### src/rtl/stage_writeback_if.sv
interface stage_writeback_if #(
  parameter int XLEN = 32
);
  logic            dmem_req_valid;
  logic            dmem_req_ready;
  logic            dmem_we;
  logic [XLEN-1:0] dmem_addr;
  logic [XLEN-1:0] dmem_wdata;
  logic [3:0]      dmem_wstrb;
  logic            dmem_resp_valid;
  logic [XLEN-1:0] dmem_rdata;

  modport master (
    output dmem_req_valid,
    output dmem_we,
    output dmem_addr,
    output dmem_wdata,
    output dmem_wstrb,
    input  dmem_req_ready,
    input  dmem_resp_valid,
    input  dmem_rdata
  );

  modport slave (
    input  dmem_req_valid,
    input  dmem_we,
    input  dmem_addr,
    input  dmem_wdata,
    input  dmem_wstrb,
    output dmem_req_ready,
    output dmem_resp_valid,
    output dmem_rdata
  );
endinterface

### src/rtl/stage_writeback.sv
module stage_writeback #(
  parameter int XLEN = 32
) (
  input  logic               clk,
  input  logic               rst,
  input  logic               validM,
  input  logic               mem_accessM,
  input  logic               mem_writeM,
  input  logic [2:0]         funct3M,
  input  logic [XLEN-1:0]    alu_outM,
  input  logic [XLEN-1:0]    rs2M,
  input  logic [XLEN-1:0]    pc_plus4M,
  input  logic [4:0]         rdM,
  input  logic               reg_writeM,
  input  logic [1:0]         wb_selM,
  output logic               stallM,
  stage_writeback_if.master  dmem,
  output logic               reg_writeW,
  output logic [4:0]         rdW,
  output logic [XLEN-1:0]    wb_resultW
);

  typedef enum logic [1:0] {
    IDLE = 2'd0,
    REQ  = 2'd1,
    WAIT = 2'd2
  } state_e;

  state_e          state_q, state_d;
  logic            we_q, we_d;
  logic [XLEN-1:0] addr_q, addr_d;
  logic [XLEN-1:0] wdata_q, wdata_d;
  logic [3:0]      wstrb_q, wstrb_d;
  logic [2:0]      funct3_q, funct3_d;
  logic [1:0]      lo_q, lo_d;
  logic            reg_write_q, reg_write_d;
  logic [4:0]      rd_q, rd_d;
  logic [XLEN-1:0] result_q, result_d;

  logic            stall_c;
  logic [7:0]      ld_byte;
  logic [15:0]     ld_half;
  logic [XLEN-1:0] load_data;

  assign dmem.dmem_req_valid = (state_q == REQ);
  assign dmem.dmem_we        = we_q;
  assign dmem.dmem_addr      = addr_q;
  assign dmem.dmem_wdata     = wdata_q;
  assign dmem.dmem_wstrb     = wstrb_q;

  // stall is held low while reset is asserted so every output reads 0 in reset
  assign stallM     = stall_c & rst;
  assign reg_writeW = reg_write_q;
  assign rdW        = rd_q;
  assign wb_resultW = result_q;

  always_comb begin
    ld_byte   = '0;
    ld_half   = '0;
    load_data = '0;
    case (lo_q)
      2'd0:    ld_byte = dmem.dmem_rdata[7:0];
      2'd1:    ld_byte = dmem.dmem_rdata[15:8];
      2'd2:    ld_byte = dmem.dmem_rdata[23:16];
      default: ld_byte = dmem.dmem_rdata[31:24];
    endcase
    ld_half = lo_q[1] ? dmem.dmem_rdata[31:16] : dmem.dmem_rdata[15:0];
    case (funct3_q)
      3'b000:  load_data = {{(XLEN-8){ld_byte[7]}}, ld_byte};
      3'b001:  load_data = {{(XLEN-16){ld_half[15]}}, ld_half};
      3'b100:  load_data = {{(XLEN-8){1'b0}}, ld_byte};
      3'b101:  load_data = {{(XLEN-16){1'b0}}, ld_half};
      default: load_data = dmem.dmem_rdata;
    endcase
  end

  always_comb begin
    state_d  = state_q;
    stall_c  = 1'b0;
    we_d     = we_q;
    addr_d   = addr_q;
    wdata_d  = wdata_q;
    wstrb_d  = wstrb_q;
    funct3_d = funct3_q;
    lo_d     = lo_q;

    case (state_q)
      IDLE: begin
        if (validM & mem_accessM) begin
          state_d  = REQ;
          stall_c  = 1'b1;
          addr_d   = {alu_outM[XLEN-1:2], 2'b00};
          we_d     = mem_writeM;
          funct3_d = funct3M;
          lo_d     = alu_outM[1:0];
          wstrb_d  = '0;
          wdata_d  = '0;
          if (mem_writeM) begin
            case (funct3M[1:0])
              2'b00: begin
                wstrb_d = 4'b0001 << alu_outM[1:0];
                wdata_d = {(XLEN/8){rs2M[7:0]}};
              end
              2'b01: begin
                wstrb_d = 4'b0011 << {alu_outM[1], 1'b0};
                wdata_d = {(XLEN/16){rs2M[15:0]}};
              end
              default: begin
                wstrb_d = 4'b1111;
                wdata_d = rs2M;
              end
            endcase
          end
        end
      end
      REQ: begin
        stall_c = 1'b1;
        if (dmem.dmem_req_ready) begin
          if (we_q) begin
            state_d = IDLE;
            stall_c = 1'b0;
          end else begin
            state_d = WAIT;
          end
        end
      end
      WAIT: begin
        stall_c = 1'b1;
        if (dmem.dmem_resp_valid) begin
          state_d = IDLE;
          stall_c = 1'b0;
        end
      end
      default: state_d = IDLE;
    endcase
  end

  always_comb begin
    reg_write_d = 1'b0;
    rd_d        = rd_q;
    result_d    = result_q;
    if (!stallM) begin
      reg_write_d = validM & reg_writeM & (rdM != '0) & ~(mem_accessM & mem_writeM);
      rd_d        = rdM;
      case (wb_selM)
        2'b00:   result_d = alu_outM;
        2'b01:   result_d = load_data;
        2'b10:   result_d = pc_plus4M;
        default: result_d = '0;
      endcase
    end
  end

  always_ff @(posedge clk or negedge rst) begin
    if (!rst) begin
      state_q     <= IDLE;
      we_q        <= 1'b0;
      addr_q      <= '0;
      wdata_q     <= '0;
      wstrb_q     <= '0;
      funct3_q    <= '0;
      lo_q        <= '0;
      reg_write_q <= 1'b0;
      rd_q        <= '0;
      result_q    <= '0;
    end else begin
      state_q     <= state_d;
      we_q        <= we_d;
      addr_q      <= addr_d;
      wdata_q     <= wdata_d;
      wstrb_q     <= wstrb_d;
      funct3_q    <= funct3_d;
      lo_q        <= lo_d;
      reg_write_q <= reg_write_d;
      rd_q        <= rd_d;
      result_q    <= result_d;
    end
  end

endmodule
### src/flat_wrapper.sv
// flat-port wrapper written by rule: the top's interface ports become plain ports
module stage_writeback_flat 
#(
  parameter int XLEN = 32
)
  (clk, rst, validM, mem_accessM, mem_writeM, funct3M, alu_outM, rs2M, pc_plus4M, rdM, reg_writeM, wb_selM, stallM, reg_writeW, rdW, wb_resultW, dmem_dmem_req_valid, dmem_dmem_we, dmem_dmem_addr, dmem_dmem_wdata, dmem_dmem_wstrb, dmem_dmem_req_ready, dmem_dmem_resp_valid, dmem_dmem_rdata);
  stage_writeback_if #(.XLEN(XLEN)) dmem_i ();
  input  logic clk;
  input  logic rst;
  input  logic validM;
  input  logic mem_accessM;
  input  logic mem_writeM;
  input  logic [2:0] funct3M;
  input  logic [XLEN-1:0] alu_outM;
  input  logic [XLEN-1:0] rs2M;
  input  logic [XLEN-1:0] pc_plus4M;
  input  logic [4:0] rdM;
  input  logic reg_writeM;
  input  logic [1:0] wb_selM;
  output logic stallM;
  output logic reg_writeW;
  output logic [4:0] rdW;
  output logic [XLEN-1:0] wb_resultW;
  output wire logic [$bits(dmem_i.dmem_req_valid)-1:0] dmem_dmem_req_valid;
  output wire logic [$bits(dmem_i.dmem_we)-1:0] dmem_dmem_we;
  output wire logic [$bits(dmem_i.dmem_addr)-1:0] dmem_dmem_addr;
  output wire logic [$bits(dmem_i.dmem_wdata)-1:0] dmem_dmem_wdata;
  output wire logic [$bits(dmem_i.dmem_wstrb)-1:0] dmem_dmem_wstrb;
  input wire logic [$bits(dmem_i.dmem_req_ready)-1:0] dmem_dmem_req_ready;
  input wire logic [$bits(dmem_i.dmem_resp_valid)-1:0] dmem_dmem_resp_valid;
  input wire logic [$bits(dmem_i.dmem_rdata)-1:0] dmem_dmem_rdata;
  assign dmem_dmem_req_valid = dmem_i.dmem_req_valid;
  assign dmem_dmem_we = dmem_i.dmem_we;
  assign dmem_dmem_addr = dmem_i.dmem_addr;
  assign dmem_dmem_wdata = dmem_i.dmem_wdata;
  assign dmem_dmem_wstrb = dmem_i.dmem_wstrb;
  assign dmem_i.dmem_req_ready = dmem_dmem_req_ready;
  assign dmem_i.dmem_resp_valid = dmem_dmem_resp_valid;
  assign dmem_i.dmem_rdata = dmem_dmem_rdata;
  stage_writeback #(.XLEN(XLEN)) u_core (.clk(clk), .rst(rst), .validM(validM), .mem_accessM(mem_accessM), .mem_writeM(mem_writeM), .funct3M(funct3M), .alu_outM(alu_outM), .rs2M(rs2M), .pc_plus4M(pc_plus4M), .rdM(rdM), .reg_writeM(reg_writeM), .wb_selM(wb_selM), .stallM(stallM), .dmem(dmem_i), .reg_writeW(reg_writeW), .rdW(rdW), .wb_resultW(wb_resultW));
endmodule
### config.mk
export PLATFORM = sky130hd
export DESIGN_NAME = stage_writeback_flat
export DESIGN_NICKNAME = d
export VERILOG_FILES = /design/src/rtl/stage_writeback_if.sv /design/src/rtl/stage_writeback.sv /design/src/flat_wrapper.sv
export SDC_FILE = /design/constraint.sdc
export NUM_CORES = 1
export LEC_CHECK = 0
export ABC_AREA = 1
export CAP_MARGIN = 20
export CORE_UTILIZATION = 30
export DETAILED_ROUTE_END_ITERATION = 16
export GPL_TIMING_DRIVEN = 0
export PLACE_DENSITY = 0.64
export SYNTH_ARGS = -nofsm -noshare
export SYNTH_HDL_FRONTEND = slang
export SYNTH_SLANG_ARGS = --single-unit
### constraint.sdc
create_clock -name clk -period 2 [get_ports clk]
set_input_delay 0.5 -clock clk [delete_from_list [all_inputs] [get_ports clk]]
set_output_delay 0.5 -clock clk [all_outputs]
set_load 0.03 [all_outputs]
==> out/results.ini, run 1 <==
[status]
outcome=complete, but fails checks
violations=setup timing

[setup_path]
path_delay_family=flip-flops
crit_path_top_delay_cell=dfrtp_1
timing.rr.start=u_core.state_q[0]$_DFFE_PN0P_
critical_path_buf_inv_count=4
slowest_delay_ns=0.43
worstPathArrival_ns=1.56
crit_path_end_kind=output port
path_cells=nor3_4 -> buf_6 -> clkinv_8 -> nand4_4 -> nand2_4 -> inv_4 -> buf_6
cp_common_cell=buf_6
crit_type=register to output port
crit_fanout=4
cp-start-kind=register
crit_start=u_core.state_q[0]$_DFFE_PN0P_
required_ns=1.50

[die]
core_area_mm2=0.0195
die-area_mm2=0.0206
fp.dieW_um=144
start_util=0.308
row_count=51
pin_count=255
fp.dieH_um=144

[global_routing]
grt_max_degree=65
antenna_found_initial=0
track_usage=0.221
globalRouteMet3Util=0.0700
grt_pass1_vias=6297
grt.busiest_layer=met2
gr-usage-met2=0.368
grt.met1_usage=0.276
grt_pass1_wl_mm=34.4
overflow=0

[clock_tree]
cts.sinks=112
htree_levels=3
clk_pin_slew_worst_paths_ns=0.08
cts-buffers-inserted=9
cts_tree=built
clockBufferDepth=2
cts-root-buf=clkbuf_16
clk_latency_ns=0.35

[timing]
fin_crit_sh=1.03
final_hold_viol_count=0
setup_violations=1
rsz0062_at_grt=yes
fin_skew_ns=0.00837
tightest_slew_ns=0.559
drv_slew=0
max_clock_freq_mhz=486
relSlewSlack=0.627
min_period_ns=2.06
setup_ws_ns=-0.0576

[logic_synthesis]
netlist_instances=822
yosys_register_bits=112
syn_area_per_cell_um2=7.31
async_flop_share=1.00
synth_edf_count=0
synth_top_area_cell=dfrtp_1
synth_flop_cell=dfrtp_1
synth_area_leaders=dfrtp_1 47%, nand2_1 16%, o21ai_0 8.5%
synth_most_common_cell=nand2_1
synth_commonest_cells=252 x nand2_1, 112 x dfrtp_1, 102 x o21ai_0
yosysWarnings=0
synthesis.area_mm2=0.00601
synth_seq_area_share=0.467
synth_top_area_share=0.467
ys_types=32

[hold_path]
hp-class=primary input to async pin

[route]
detail_route.wl_per_cell_um=16.5
drtIter0Drc=291
drtPass1Iterations=5
wirelength_mm=22.4
antenna_left=0
via_per_inst=4.71
num_vias=6416
drc=0

[placed_design]
dp_cells=1340
gp_congestion=0.927
placed_area_mm2=0.00888
dp_hpwl_mm=17.5
io_buffers=251

[power]
switchingPower_mw=5.79
combPwrFrac=0.557
seq_power_share=0.296
powerDensity_mw_per_mm2=1390
peakVddDrop_mv=0.732
p_leak_nw=4.33
p_int_mw=7.06
clockPowerShare=0.147
switching_share=0.451

[flow_run]
maxCapViolations=0

[layout]
area_growth_syn_to_layout_pct=54.2
drive_gt1_frac=0.0712
utilization=0.474
fin_area_mm2=0.00927
final_cells=1361
final_nets=1237

-- sequential cells by signal (all words and copies together) (netlist names) --
signal,count
u_core.dmem.dmem_wstrb,4
u_core.state_q,2
u_core.dmem.dmem_we,1
u_core.rdW,5
u_core.dmem.dmem_addr,30
u_core.lo_q,2
u_core.reg_writeW,1
u_core.funct3_q,3
u_core.dmem.dmem_wdata,32
u_core.wb_resultW,32
-- per-layer routing --
metal  vias to the layer above  wire [um]  share of wire
met3                        17       2050          0.091
met1                      3002       9400           0.42
met2                       235      10700           0.48
met5                         -          0              0
met4                         0        291          0.013
li1                       3162          -              -
-- layout by cell type, fill, tap and decap left out, drive strengths merged --
cell	Yosys	final
clkinv	1	3
clkdlybuf4s50	0	246
a21boi	1	1
buf	26	34
conb	1	2
clkinvlp	0	1
a21oi	36	36
bufinv	0	1
clkdlybuf4s15	0	2
nand2	264	264
dfrtp	112	112
or2	22	22
nand3	71	71
diode	0	1
nor2	61	61
inv	72	73
clkbuf	25	35
o211ai	7	7
dlygate4sd2	0	1
o21ai	110	110
nand4	3	3
nor3	10	10
-- power groups by stage --
stage / Combinational (mW) / Clock [mW] / Sequential, mW
after floorplan: 2.27 / 0 / 5.60
after global placement: 7.07 / 0 / 3.82
after detailed placement: 7.12 / 0 / 3.84
after CTS: 7.21 / 1.93 / 3.82
after global routing: 7.75 / 2.02 / 3.93
final: 7.15 / 1.88 / 3.81
-- logic make-up after synthesis --
family	count (synthesis)	share of synthesized area
DFF	112	0.467
buffers and inverters	124	0.0941
other	1	0.000624
and+or+nand+nor	431	0.307
AOI/OAI and AO/OA	154	0.132
-- what timing repair did --
item | CTS | global route
pin swaps | 2 | 1
buffers inserted | 4 | 2
hold buffers | 0 | 0
resized for setup | 23 | 6
endpoints found under the setup margin | 2 | 16
-- worst paths after layout --
kind	to	slack, ns	depth (start not counted)
worst max register to register	u_core.dmem.dmem_wdata[31]$_DFFE_PN0P_	0.31	7
worst min-delay path	u_core.rdW[4]$_DFFE_PN0N_	0.04	1
worst min register to register	u_core.rdW[0]$_DFFE_PN0N_	0.47	2
max in group asynchronous	u_core.funct3_q[0]$_DFFE_PN0P_	1.27	2
min in group clk	u_core.rdW[0]$_DFFE_PN0N_	0.47	2
worst max-delay path	stallM	-0.06	7
-- stage by stage --
stage | power (mW) | hold slack (ns) | TNS, ns | setup slack (ns)
4_1_cts | 13.0 | 0.0468 | -0.147 | -0.147
2_1_floorplan | 7.88 | 0.204 | 0 | 0.171
6_report | 12.8 | 0.0427 | -0.0576 | -0.0576
3_3_place_gp | 10.9 | 0.454 | -639.39 | -4.77
3_5_place_dp | 11.0 | 0.458 | -24.90 | -1.27
5_1_grt | 13.7 | 0.0573 | -0.145 | -0.145
-- final cells by class --
| type | instances | area (um^2) |
|---|---|---|
| Clock buffer | 10 | 239 |
| Buffer | 50 | 288 |
| Inverter | 73 | 289 |
| Tap cell | 265 | 332 |
| Sequential cell | 112 | 2800 |
| Multi-Input combinational cell | 587 | 2660 |
| Clock inverter | 5 | 63.8 |
| Timing Repair Buffer | 258 | 2590 |
| Fill cell | 2014 | 10300 |
| Antenna cell | 1 | 2.50 |
No activity file was read; power rests on OpenSTA's default activity.
==> run 2: changes to the inputs <==
--- a/config.mk
+++ b/config.mk
@@ -7,6 +7,7 @@
 export LEC_CHECK = 0
 export ABC_AREA = 1
 export CAP_MARGIN = 20
+export CORE_MARGIN = 2
 export CORE_UTILIZATION = 30
 export DETAILED_ROUTE_END_ITERATION = 16
 export GPL_TIMING_DRIVEN = 0
==> run 2 against run 1 <==
Compared with the run above:
- the run ends with hold timing, setup timing left
- register-to-register slack worse by 0.04 ns
- clock power about the same
- via count down 0.72%
- utilization about the same
- routed wire length up 0.96%
- combinational power about the same
- global-route usage down 0.76 points
- sequential power about the same
- maximum frequency up 1.5%
- final cell count unchanged
- critical endpoint unchanged
- largest power group unchanged
- highest routed layer is now met5
==> out/results.ini, run 2 (synthesized netlist as in run 1, its figures left out) <==
[status]
outcome=complete, but fails checks
violations=hold timing, setup timing

[global_routing]
globalRouteMet3Util=0.0483  ; -0.0217
grt_pass1_wl_mm=35.8  ; +4.0%
grt_max_degree=60  ; -7.7%
grt_pass1_vias=6563  ; +4.2%
grt.busiest_layer=met2
overflow=0  ; unchanged
track_usage=0.214  ; -0.00763
antenna_found_initial=1  ; +1
gr-usage-met2=0.353  ; -0.0151
grt.met1_usage=0.280  ; +0.00428

[clock_tree]
clockBufferDepth=2  ; unchanged
cts_tree=built
cts-buffers-inserted=9  ; unchanged
cts.sinks=112  ; unchanged
clk_pin_slew_worst_paths_ns=0.08  ; about the same
clk_latency_ns=0.36  ; about the same
holdBufCountCts=0  ; unchanged
cts-root-buf=clkbuf_16
htree_levels=3  ; unchanged

[setup_path]
cp-start-kind=register
required_ns=1.50  ; about the same
r2r_slack_ns=0.27  ; -0.04 ns
path_cells=nor3_2 -> buf_4 -> inv_8 -> nand4_4 -> nand2_4 -> inv_8 -> buf_6
timing.rr.start=u_core.state_q[1]$_DFFE_PN0P_
critical_path_buf_inv_count=4  ; unchanged
reg2reg_depth=11  ; +4
worstPathArrival_ns=1.53  ; -0.03 ns
crit_path_top_delay_cell=dfrtp_1
crit_type=register to output port
crit_fanout=2  ; -2
path_delay_family=flip-flops
crit_path_end_kind=output port
r2r_end=u_core.wb_resultW[25]$_DFFE_PN0N_
cp_common_cell=inv_8
slowest_delay_ns=0.41  ; -0.02 ns

[power]
powerDensity_mw_per_mm2=1390  ; +0.24%
p_leak_nw=4.35  ; +0.35%
p_total_mw=12.9  ; +0.15%
peakVddDrop_mv=0.593  ; -19%

[timing]
tightest_slew_ns=0.592  ; +0.0327 ns
setup_violations=1  ; unchanged
min_period_ns=2.03  ; -0.0309 ns
setup_tns_ns=-0.0267  ; +0.0309 ns
final_hold_viol_count=4  ; +4
relSlewSlack=0.606  ; -0.0218
fin_crit_sh=1.01  ; -0.0154
rsz0062_at_grt=yes
fin_skew_ns=0.0124  ; +0.00406 ns
max_clock_freq_mhz=493  ; +1.5%
whs_ns=-0.00820  ; -0.0509 ns
setup_ws_ns=-0.0267  ; +0.0309 ns
drv_slew=0  ; unchanged

[flow_run]
maxCapViolations=0  ; unchanged

[die]
row_count=51  ; unchanged
fp.dieH_um=146  ; +1.4%
start_util=0.308  ; unchanged
die-area_mm2=0.0212  ; +2.8%
pin_count=255  ; unchanged
core_area_mm2=0.0195  ; unchanged
fp.dieW_um=146  ; +1.4%

[route]
via_per_inst=4.68  ; -0.72%
num_vias=6370  ; -0.72%
detail_route.wl_per_cell_um=16.6  ; +0.96%
antenna_left=0  ; unchanged
drtIter0Drc=326  ; +12%
wirelength_mm=22.6  ; +0.96%
drc=0  ; unchanged
drtPass1Iterations=7  ; +2

[placed_design]
io_buffers=251  ; unchanged
gp_congestion=0.921  ; -0.66%
dp_cells=1340  ; unchanged
dp_hpwl_mm=17.7  ; +0.88%

[layout]
final_nets=1237  ; unchanged
final_cell_mix=251 x nand2_1, 245 x clkdlybuf4s50_1, 112 x dfrtp_1, 102 x o21ai_0, 70 x nand3_1
n_antenna_cell=0  ; -1
area_growth_syn_to_layout_pct=54.1  ; about the same
mostFrequentLayoutCell=nand2_1
drive_gt1_frac=0.0703  ; -0.000977
utilization=0.474  ; about the same
final_cells=1361  ; unchanged

[hold_path]
hp-class=primary input to async pin

## run 2: changes by cell type in the layout (fill, tap and decap cells not counted), sizes merged
cell / before / now
diode: 1 / 0
clkinv: 3 / 4
dlymetal6s2s: 0 / 1
clkinvlp: 1 / 0
inv: 73 / 74
clkdlybuf4s50: 246 / 245
## run 2: per-layer routing
layer | vias up | routed length [um] | part of all wire
met5 | - | 14 | 0.00062
met3 | 36 | 1730 | 0.077
met1 | 2930 | 9950 | 0.44
met4 | 2 | 497 | 0.022
li1 | 3155 | - | -
met2 | 247 | 10400 | 0.46
## run 2: where the power goes
group,total (mW),leakage (nW),internal (mW),switching (mW)
Sequential,3.82,1.42,3.23,0.592
Clock,1.91,0.149,0.995,0.912
Combinational,7.14,2.78,2.81,4.32
Total,12.9,4.35,7.04,5.83
## run 2: stage by stage
stage          worst slack [ns]  cell area (um^2)  hold slack (ns)
3_5_place_dp              -1.23              8880            0.464
2_1_floorplan             0.171              6010            0.204
6_report                -0.0267              9260         -0.00820
4_1_cts                 -0.0560              9240           0.0102
3_3_place_gp              -4.70              8850            0.454
5_1_grt                 -0.0962              9260          0.00603
## run 2: layout make-up
| class | instances | area [um^2] |
|---|---|---|
| clock inverter | 6 | 76.3 |
| timing repair buffer | 258 | 2600 |
| buffer | 50 | 284 |
| clock buffer | 10 | 229 |
| inverter | 73 | 289 |
| tap | 265 | 332 |
| fill | 2026 | 10300 |
| multi-input combinational | 587 | 2650 |
| sequential | 112 | 2800 |
## run 2: worst max-delay path by stage
stage                                  startpoint      to  slack (ns)  cells after the start
floorplan                                  validM  stallM        0.17                      8
global placement                              rst  stallM       -4.70                      5
detailed placement                         validM  stallM       -1.23                     10
CTS                           dmem_dmem_req_ready  stallM       -0.06                      6
global route        u_core.state_q[1]$_DFFE_PN0P_  stallM        -0.1                      7
finish              u_core.state_q[1]$_DFFE_PN0P_  stallM       -0.03                      7
## run 2: worst register-to-register path, stage by stage, from the launching register on
cell and delay [ns]:
dfrtp_1 0.41, nor3_2 0.23, buf_4 0.18, inv_8 0.03, nand4_4 0.06, nand2_4 0.07, inv_8 0.07, buf_4 0.20
buf_8 0.17, buf_12 0.15, nand2_2 0.05, nand2_1 0.06
## run 2: timing repair
| action | CTS | global route |
|---|---|---|
| gates resized for setup | 19 | 7 |
| pin swaps | 2 | 1 |
| setup buffers | 5 | 1 |
| hold endpoints to repair | 0 | 0 |
| gates cloned | 0 | 0 |
| setup endpoints to repair | 2 | 7 |
==> run 3: changes to the inputs <==
--- a/config.mk
+++ b/config.mk
@@ -7,11 +7,14 @@
 export LEC_CHECK = 0
 export ABC_AREA = 1
 export CAP_MARGIN = 20
-export CORE_MARGIN = 2
-export CORE_UTILIZATION = 30
+export CELL_PAD_IN_SITES_DETAIL_PLACEMENT = 1
+export CELL_PAD_IN_SITES_GLOBAL_PLACEMENT = 2
+export CORE_MARGIN = 10
+export CORE_UTILIZATION = 23
+export CTS_BUF_LIST = sky130_fd_sc_hd__clkbuf_8
 export DETAILED_ROUTE_END_ITERATION = 16
 export GPL_TIMING_DRIVEN = 0
-export PLACE_DENSITY = 0.64
+export PLACE_DENSITY = 0.86
 export SYNTH_ARGS = -nofsm -noshare
 export SYNTH_HDL_FRONTEND = slang
 export SYNTH_SLANG_ARGS = --single-unit
==> run 3 against run 2 <==
Compared with the run above:
- the run still ends with hold timing, setup timing left
- combinational power fell by 2%
- maximum frequency fell by 1.4%
- routed wire length rose by 25%
- setup slack got worse by 0.030 ns
- largest cell class unchanged
- largest power group unchanged
==> out/results.ini, run 3 (synthesized netlist as in run 1, its figures left out) <==
[setup_path]
crit_type=register to output port
path_delay_family=flip-flops
reg2reg_depth=8  ; -3
path_depth=7  ; unchanged
worstPathArrival_ns=1.56  ; +0.03 ns
crit_path_end_kind=output port
slowest_delay_ns=0.43  ; +0.02 ns
path_cells=nor3_2 -> buf_4 -> inv_8 -> nand4_4 -> nand2_4 -> clkinv_4 -> buf_8
r2r_slack_ns=0.27  ; about the same
required_ns=1.50  ; about the same
timing.rr.start=u_core.state_q[0]$_DFFE_PN0P_
cp-start-kind=register
crit_path_top_delay_cell=dfrtp_1
crit_fanout=3  ; +1
critical_path_buf_inv_count=4  ; unchanged
r2r_end=u_core.dmem.dmem_wdata[15]$_DFFE_PN0P_

[layout]
fin_area_mm2=0.00932  ; +0.66%
final_cell_mix=250 x nand2_1, 150 x clkdlybuf4s50_1, 112 x dfrtp_1, 102 x o21ai_0, 70 x nand3_1
final_nets=1241  ; +0.32%
final_cells=1436  ; +5.5%
area_growth_syn_to_layout_pct=55.1
utilization=0.360  ; -0.114
mostFrequentLayoutCell=nand2_1
fill_cells=3208  ; +58%
drive_gt1_frac=0.0764  ; +0.00611

[clock_tree]
cts_tree=built
cts.sinks=112  ; unchanged
cts-buffers-inserted=9  ; unchanged
clk_pin_slew_worst_paths_ns=0.14  ; +0.06 ns
cts-root-buf=clkbuf_8
holdBufCountCts=1  ; +1
clk_latency_ns=0.42  ; +0.06 ns
clockBufferDepth=2  ; unchanged
htree_levels=3  ; unchanged

[route]
num_vias=6527  ; +2.5%
wirelength_mm=28.3  ; +25%
met2_length_mm=13.3  ; +27%
drtPass1Iterations=4  ; -3
drc=0  ; unchanged
maxUsedRoutingLayer=met5
detail_route.wl_per_cell_um=19.7  ; +19%
drtIter0Drc=412  ; +26%
via_per_inst=4.55  ; -2.9%
wl_met1_mm=12.4  ; +24%
dr_wl_met3_mm=2.33  ; +35%
antenna_left=0  ; unchanged

[timing]
final_hold_viol_count=32  ; +28
relSlewSlack=0.592  ; -0.0140
fin_crit_sh=1.03  ; +0.0148
setup_ws_ns=-0.0563  ; -0.0296 ns
setup_tns_ns=-0.0563  ; -0.0296 ns
tightest_slew_ns=0.613  ; +0.0211 ns
min_period_ns=2.06  ; +0.0296 ns
rsz0062_at_grt=yes
fin_skew_ns=0.0276  ; +0.0152 ns
whs_ns=-0.0510  ; -0.0428 ns
max_clock_freq_mhz=486  ; -1.4%
drv_slew=0  ; unchanged
setup_violations=1  ; unchanged

[placed_design]
placed_area_mm2=0.00897  ; +0.99%
io_buffers=251  ; unchanged
gp_congestion=0.857  ; -6.9%
dp_cells=1410  ; +5.2%
dp_hpwl_mm=22.6  ; +28%
place_worst_setup_slack_ns=-1.35  ; -0.115 ns

[die]
core_area_mm2=0.0259  ; +33%
fp.dieW_um=182  ; +25%
row_count=59  ; +16%
fp.dieH_um=182  ; +25%
start_util=0.232  ; -0.0758
die-area_mm2=0.0330  ; +56%
pin_count=255  ; unchanged

[power]
peakVddDrop_mv=0.513  ; -13%
p_leak_nw=4.96  ; +14%
powerDensity_mw_per_mm2=1330  ; -4.5%
p_total_mw=12.4  ; -3.8%

[global_routing]
track_usage=0.166  ; -0.0480
overflow=0  ; unchanged
antenna_found_initial=2  ; +1
grt_max_degree=61  ; +1.7%
grt_pass1_wl_mm=42.6  ; +19%
grt_pass1_vias=6967  ; +6.2%

[status]
violations=hold timing, setup timing
outcome=complete, but fails checks

[hold_path]
hp-class=primary input to async pin

[flow_run]
maxCapViolations=0  ; unchanged

[run 3: changes by cell type in the layout (fill, tap and decap cells not counted), sizes merged]
cell	delta
buf	+4
clkdlybuf4s15	-1
dlygate4sd2	+60
dlymetal6s2s	+36
clkdlybuf4s50	-95
diode	+1
clkbuf	-1
inv	+1
[run 3: worst max-delay path by stage]
stage                                  start  endpoint  slack, ns
6_report       u_core.state_q[0]$_DFFE_PN0P_    stallM      -0.06
5_1_grt        u_core.state_q[0]$_DFFE_PN0P_    stallM      -0.18
4_1_cts        u_core.state_q[1]$_DFFE_PN0P_    stallM      -0.19
3_5_place_dp                     mem_accessM    stallM      -1.35
3_3_place_gp                             rst    stallM      -4.95
2_1_floorplan                         validM    stallM       0.17
[run 3: layer usage]
| layer | track usage | vias to the layer above |
|---|---|---|
| li1 | - | 3159 |
| met1 | 0.200 | 3128 |
| met2 | 0.274 | 216 |
| met3 | 0.0600 | 22 |
| met4 | 0.0400 | 2 |
| met5 | 0 | - |
[run 3: worst reg2reg max path, stage by stage, from the launching register on]
cell and delay [ns]:
dfrtp_1 0.43, nor3_2 0.22, buf_4 0.18, inv_8 0.04, buf_4 0.18, buf_2 0.22
buf_2 0.23, nand2_1 0.08, o21ai_0 0.07
[run 3: cell type report]
class / instances / area (um^2) / area share
Sequential cell: 112 / 2800 / 0.301
Timing Repair Buffer: 262 / 2650 / 0.285
Multi-Input combinational cell: 587 / 2650 / 0.284
Tap cell: 335 / 419 / 0.0450
Inverter: 73 / 287 / 0.0307
Buffer: 50 / 285 / 0.0306
Clock buffer: 9 / 124 / 0.0133
Clock inverter: 7 / 95.1 / 0.0102
Antenna cell: 1 / 2.50 / 0.000269
[run 3: repair_timing]
item	CTS	global route
pin swaps	1	1
resized for setup	81	45
buffers inserted	5	4
endpoints found under the setup margin	61	44
endpoints found under the hold margin	21	32
[run 3: report_power, final]
group | internal, mW | switching (mW)
logic | 2.44 | 4.57
clock network | 0.622 | 0.975
registers | 3.22 | 0.554
